File: config.mk
export PLATFORM = sky130hd
export DESIGN_NAME = reset_sequencer
export DESIGN_NICKNAME = d
export VERILOG_FILES = /design/src/rtl/reset_sequencer_pkg.sv /design/src/rtl/reset_seq_tc_counter.sv /design/src/rtl/reset_sequencer.sv
export SDC_FILE = /design/constraint.sdc
export NUM_CORES = 1
export LEC_CHECK = 0
export BUFFER_PORTS_ARGS = -buffer_cell sky130_fd_sc_hd__buf_2
export CORE_MARGIN = 3
export CORE_UTILIZATION = 40
export CTS_CLUSTER_SIZE = 8
export DETAILED_ROUTE_END_ITERATION = 10
export SYNTH_ARGS = -nofsm -noshare
export SYNTH_HDL_FRONTEND = slang
export SYNTH_SLANG_ARGS = --single-unit
File: constraint.sdc
create_clock -name clk_i -period 3.07 [get_ports clk_i]
set_input_delay 0.307 -clock clk_i [delete_from_list [all_inputs] [get_ports clk_i]]
set_output_delay 0.307 -clock clk_i [all_outputs]
set_load 0.05 [all_outputs]
File: src/rtl/reset_sequencer_pkg.sv
// Shared types and constants for the reset sequencer.
// Contents:
//   state_t                      - sequencer FSM states
//   ORDER_ASCENDING/DESCENDING   - encodings for release_order_p
//   max_int                      - elaboration-time helper for sizing
package reset_sequencer_pkg;

    typedef enum logic [1:0] {
        ST_ASSERT  = 2'd0,
        ST_RELEASE = 2'd1,
        ST_IDLE    = 2'd2
    } state_t;

    localparam int ORDER_ASCENDING  = 0;
    localparam int ORDER_DESCENDING = 1;

    function automatic int max_int(input int a, input int b);
        return (a > b) ? a : b;
    endfunction

endpackage

File: src/rtl/reset_seq_tc_counter.sv
// Terminal-count counter used to time the hold and stagger intervals.
// Ports:
//   clk_i      - clock, rising edge
//   reset_i    - synchronous active-high reset, zeroes the count
//   clear_i    - synchronous clear, zeroes the count
//   enable_i   - count one step per cycle while high
//   terminal_i - last count value; the counter wraps to zero after it
//   done_o     - high in the enabled cycle whose count equals terminal_i
module reset_seq_tc_counter
    import reset_sequencer_pkg::*;
#(
    parameter int width_p = 4
) (
    input  logic               clk_i,
    input  logic               reset_i,
    input  logic               clear_i,
    input  logic               enable_i,
    input  logic [width_p-1:0] terminal_i,
    output logic               done_o
);

    logic [width_p-1:0] count_r;

    // Flag the terminal cycle; the caller acts on it at the coming edge.
    assign done_o = enable_i && (count_r == terminal_i);

    // Count register: wraps to zero on the terminal edge so the next interval starts clean.
    always_ff @(posedge clk_i) begin
        if (reset_i) begin
            count_r <= {width_p{1'b0}};
        end else if (clear_i) begin
            count_r <= {width_p{1'b0}};
        end else if (enable_i) begin
            if (count_r == terminal_i) begin
                count_r <= {width_p{1'b0}};
            end else begin
                count_r <= count_r + width_p'(1);
            end
        end else begin
            count_r <= count_r;
        end
    end

endmodule

File: src/rtl/reset_sequencer.sv
// Staggered reset sequencer: holds every reset channel asserted for
// assert_cycles_p cycles, then releases one channel every stagger_cycles_p
// cycles in ascending or descending order. A trigger restarts the sequence.
// Ports:
//   clk_i       - clock, rising edge
//   reset_i     - synchronous active-high reset; sequence restarts when it falls
//   trigger_i   - single-cycle restart request (accepted in any state)
//   resets_o    - per-channel active-high resets (registered)
//   busy_o      - high while a sequence is in progress (registered)
//   done_o      - one-cycle pulse when the last channel releases (registered)
//   seq_count_o - completed-sequence counter, wraps (registered)
module reset_sequencer
    import reset_sequencer_pkg::*;
#(
    parameter int num_resets_p     = 4,
    parameter int assert_cycles_p  = 10,
    parameter int stagger_cycles_p = 10,
    parameter int release_order_p  = ORDER_ASCENDING,
    parameter int count_width_p    = 8
) (
    input  logic                     clk_i,
    input  logic                     reset_i,
    input  logic                     trigger_i,
    output logic [num_resets_p-1:0]  resets_o,
    output logic                     busy_o,
    output logic                     done_o,
    output logic [count_width_p-1:0] seq_count_o
);

    localparam int CNT_W = $clog2(max_int(assert_cycles_p, stagger_cycles_p) + 1);
    localparam int IDX_W = $clog2(num_resets_p + 1);

    localparam logic [CNT_W-1:0] ASSERT_TERM  = CNT_W'(assert_cycles_p - 1);
    localparam logic [CNT_W-1:0] STAGGER_TERM = CNT_W'(stagger_cycles_p - 1);
    localparam logic [IDX_W-1:0] LAST_IDX     = IDX_W'(num_resets_p - 1);

    if (num_resets_p < 1) begin : g_bad_num_resets
        $error("reset_sequencer: num_resets_p must be >= 1");
    end
    if (assert_cycles_p < 1) begin : g_bad_assert_cycles
        $error("reset_sequencer: assert_cycles_p must be >= 1");
    end
    if (stagger_cycles_p < 1) begin : g_bad_stagger_cycles
        $error("reset_sequencer: stagger_cycles_p must be >= 1");
    end
    if (release_order_p != ORDER_ASCENDING && release_order_p != ORDER_DESCENDING) begin : g_bad_order
        $error("reset_sequencer: release_order_p must be 0 or 1");
    end
    if (count_width_p < 1) begin : g_bad_count_width
        $error("reset_sequencer: count_width_p must be >= 1");
    end

    state_t                     state_r, state_s;
    logic [IDX_W-1:0]           idx_r, idx_s;
    logic [IDX_W-1:0]           chan_s;
    logic [num_resets_p-1:0]    resets_r, resets_s;
    logic                       busy_r, busy_s;
    logic                       done_r, done_s;
    logic [count_width_p-1:0]   seq_count_r, seq_count_s;
    logic                       cnt_clear_s;
    logic                       cnt_enable_s;
    logic                       cnt_done_s;
    logic [CNT_W-1:0]           cnt_terminal_s;

    reset_seq_tc_counter #(
        .width_p (CNT_W)
    ) u_timer (
        .clk_i      (clk_i),
        .reset_i    (reset_i),
        .clear_i    (cnt_clear_s),
        .enable_i   (cnt_enable_s),
        .terminal_i (cnt_terminal_s),
        .done_o     (cnt_done_s)
    );

    // Next-state and output logic; idx_r counts channels already released.
    always_comb begin
        state_s        = state_r;
        idx_s          = idx_r;
        resets_s       = resets_r;
        busy_s         = busy_r;
        done_s         = 1'b0;
        seq_count_s    = seq_count_r;
        cnt_clear_s    = 1'b0;
        cnt_enable_s   = 1'b0;
        if (state_r == ST_RELEASE) begin
            cnt_terminal_s = STAGGER_TERM;
        end else begin
            cnt_terminal_s = ASSERT_TERM;
        end
        if (release_order_p == ORDER_DESCENDING) begin
            chan_s = LAST_IDX - idx_r;
        end else begin
            chan_s = idx_r;
        end

        if (trigger_i) begin
            // Restart wins over any release, including the final one.
            state_s     = ST_ASSERT;
            idx_s       = {IDX_W{1'b0}};
            resets_s    = {num_resets_p{1'b1}};
            busy_s      = 1'b1;
            cnt_clear_s = 1'b1;
        end else begin
            case (state_r)
                ST_ASSERT, ST_RELEASE: begin
                    cnt_enable_s = 1'b1;
                    busy_s       = 1'b1;
                    if (cnt_done_s) begin
                        for (int b = 0; b < num_resets_p; b++) begin
                            if (b == int'(chan_s)) begin
                                resets_s[b] = 1'b0;
                            end else begin
                                resets_s[b] = resets_r[b];
                            end
                        end
                        idx_s = idx_r + IDX_W'(1);
                        if (idx_r == LAST_IDX) begin
                            state_s     = ST_IDLE;
                            busy_s      = 1'b0;
                            done_s      = 1'b1;
                            seq_count_s = seq_count_r + count_width_p'(1);
                        end else begin
                            state_s = ST_RELEASE;
                        end
                    end else begin
                        state_s = state_r;
                    end
                end
                ST_IDLE: begin
                    busy_s = 1'b0;
                end
                default: begin
                    state_s     = ST_ASSERT;
                    idx_s       = {IDX_W{1'b0}};
                    resets_s    = {num_resets_p{1'b1}};
                    busy_s      = 1'b1;
                    cnt_clear_s = 1'b1;
                end
            endcase
        end
    end

    // State and registered-output update with synchronous reset.
    always_ff @(posedge clk_i) begin
        if (reset_i) begin
            state_r     <= ST_ASSERT;
            idx_r       <= {IDX_W{1'b0}};
            resets_r    <= {num_resets_p{1'b1}};
            busy_r      <= 1'b1;
            done_r      <= 1'b0;
            seq_count_r <= {count_width_p{1'b0}};
        end else begin
            state_r     <= state_s;
            idx_r       <= idx_s;
            resets_r    <= resets_s;
            busy_r      <= busy_s;
            done_r      <= done_s;
            seq_count_r <= seq_count_s;
        end
    end

    assign resets_o    = resets_r;
    assign busy_o      = busy_r;
    assign done_o      = done_r;
    assign seq_count_o = seq_count_r;

endmodule

==> run metrics <==
routed via count=918; dpl ws=0.854 ns; Non-Filler Instances=167; Power Dens Cells=368 nW/um^2; max_slew headroom=0.543; measured slew at the worst slew-check pin=0.681 ns; CTS tree=built; largest net degree at the start of global routing=23; Syn Inst Count=122; RR Startpoint=chan_s[0]; initial cell density of the core=0.433; critical path data arrival time=2.42 ns; die area=3450 um^2; post-CTS setup buffers=0; # setup viols final=0; Tot GR Track Use=0.135; fin nets=between 100 and 150; r2r worst-path depth=5; fin. max-slew vios=0; Max clock buf depth=2; TNS Setup=0 ns; post-layout min period=2.22 ns; Port-buffer cells=16; Die Ht=between 50 and 60 um; H-tree Lvls=1; YS warnings=0; die width=roughly 60 um; routability congestion estimate=approximately 0.86; R2R Path End=seq_count_o[7]; area of the multi-input gates=around 590 um^2; share of Yosys cell area claimed by the top area cell type=0.414; Max Cap Violations=0; DRT Wirelength=2.08 mm; Initial DRC Count=16; Synth cell types=34; initial antenna violation count=0; Post-Syn Nets=131; fin crit share=0.723; Final ANT Viol Nets=0; CTS Root Cell=clkbuf_4; Worst Path Required=3.27 ns; register area share after synthesis=0.414; Leak=0.450 nW; # resized after CTS=0; Mapped Area=approximately 1100 um^2; Syn Area/Cell=between 9 and 10 um^2; fmax=451 MHz; register area=~460 um^2; Area growth, synth to finish=10.7%; cell taking the most area after synthesis=dfxtp_1; Diodes inserted=0; Pre-Repair DR Iteration Count=4; core area=2570 um^2; dpl cells=163; CP max FO=13; Max VDD drop=0.000255 V; clock buffer count from CTS=3; GR Overflow Total=0; Hold Path End=seq_count_o[1]; CTS Hold Buffers Added=0; worst hold path class=in2reg; via/cell ratio=5.50; flop-to-flop setup slack=0.85 ns; Worst setup SP type=flip-flop; FP Rows=18; Hold Slack=0.326 ns; hold_sp=reset_i; #FFs+latches synth=23; Final Skew=~0.0011 ns; Fillers=268; worst hold path cell count=2; DRC=0; final hold vios=0; Clock transition at path regs=0.12 ns; CP endpoint kind=flip-flop; share of cells above drive strength 1=0.212; synth top area cells=dfxtp_1, ha_1, a21oi_1; IO Count=17; DR WL/cell=12.5 um; DPL Wire Length=approximately 1.5 mm; Setup CP Type=reg2reg; first-pass GRT wire length=3.66 mm; status=complete, no violations; final worst setup slack=~0.85 ns; Sink Count=23; worst-skew pair later-pin latency=approximately 0.3 ns; vias in the first global route=about 840; RSZ-0062 raised after global routing=no
cells by family after synthesis:
family / count (synthesis) / share of synthesized area
adder cells (fa/ha/maj): 6 / 0.0675
flip-flops: 23 / 0.414
AO/OA/AOI/OAI: 27 / 0.152
XOR/XNOR: 1 / 0.00788
AND/OR/NAND/NOR: 48 / 0.265
multiplexers: 4 / 0.0405
buffers and inverters: 13 / 0.0529
cells in the final DEF, fill, tap and decap left out, types with 2 or more instances in the layout:
master	instances
clkbuf_4	3
a21oi_1	11
ha_1	6
o31ai_1	2
o21ai_0	5
or4_1	2
inv_1	7
nor3_1	2
mux2_2	4
o32a_1	3
nand3_1	5
nor2b_1	5
nor2_1	8
or3_1	4
nor4_1	2
nor3b_1	2
nand4_1	3
o211ai_1	3
buf_2	16
nand2_1	7
dfxtp_1	23
stage by stage:
step	utilization	instance area, um^2	total power, mW
2_1_floorplan	-	1110	0.321
3_3_place_gp	0.469	1200	0.325
3_5_place_dp	0.469	1200	0.325
4_1_cts	0.480	1230	0.463
5_1_grt	0.480	1230	0.478
6_report	0.480	1230	0.453
report_power, final:
part | switching (mW) | total (mW) | internal (mW)
combinational | 0.0121 | 0.0183 | 0.00613
sequential | 0.000925 | 0.300 | 0.299
clock | 0.0837 | 0.134 | 0.0506
routing by layer:
| metal | part of all wire | vias up | track usage |
|---|---|---|---|
| met3 | 0.037 | 2 | 0.0197 |
| met4 | 0.0072 | 0 | 0.0680 |
| met1 | 0.49 | 433 | 0.174 |
| met5 | 0 | - | 0 |
| met2 | 0.47 | 16 | 0.219 |
| li1 | - | 467 | - |
worst max-delay path, stage by stage, from the launching register on:
cell and delay (ns):
dfxtp_1 0.41, ha_1 0.16, ha_1 0.15, nand4bb_1 0.49
nor4_1 0.53, mux2_2 0.37
flip-flops by register name, indices dropped and copies added, names as in the netlist:
name,cells
seq_count_o,8
resets_o,4
u_timer.count_r,4
chan_s,3
state_r,2
busy_o,1
done_o,1
worst max path at each step:
stage | start | slack (ns) | endpoint
after global routing | chan_s[0] | 0.65 | seq_count_o[7]
after detailed placement | chan_s[0] | 0.85 | seq_count_o[7]
after global placement | chan_s[1] | 1.06 | seq_count_o[7]
after floorplan | seq_count_o[0] | 1.33 | seq_count_o[6]
final | chan_s[0] | 0.85 | seq_count_o[7]
after CTS | chan_s[0] | 0.85 | seq_count_o[7]
synthesized netlist by cell type, drive strengths merged:
| master | instances |
|---|---|
| a31oi | 1 |
| o21a | 1 |
| or3b | 2 |
| buf | 3 |
| nand2 | 7 |
| dfxtp | 23 |
| nand4bb | 1 |
| nor3b | 2 |
| or3 | 4 |
| nand4 | 3 |
| clkbuf | 3 |
| nor3 | 2 |
| a21oi | 11 |
| nand3 | 5 |
| or4 | 2 |
| o32a | 3 |
| o31ai | 2 |
| nor2b | 5 |
| o21ai | 5 |
| nor2 | 8 |
| mux2 | 4 |
| or2 | 1 |
| nand2b | 1 |
| nand4b | 1 |
| o211ai | 3 |
| inv | 7 |
| a211oi | 1 |
| xnor2 | 1 |
| nor4 | 4 |
| ha | 6 |
final cells by class:
class                   count  area share
well taps                  30      0.0305
repair buffers             17      0.0711
inverters                   7      0.0213
clock buffers               4      0.0213
flip-flops and latches     23       0.374
multi-input cells          86       0.482
No activity file was read; power rests on OpenSTA's default activity.
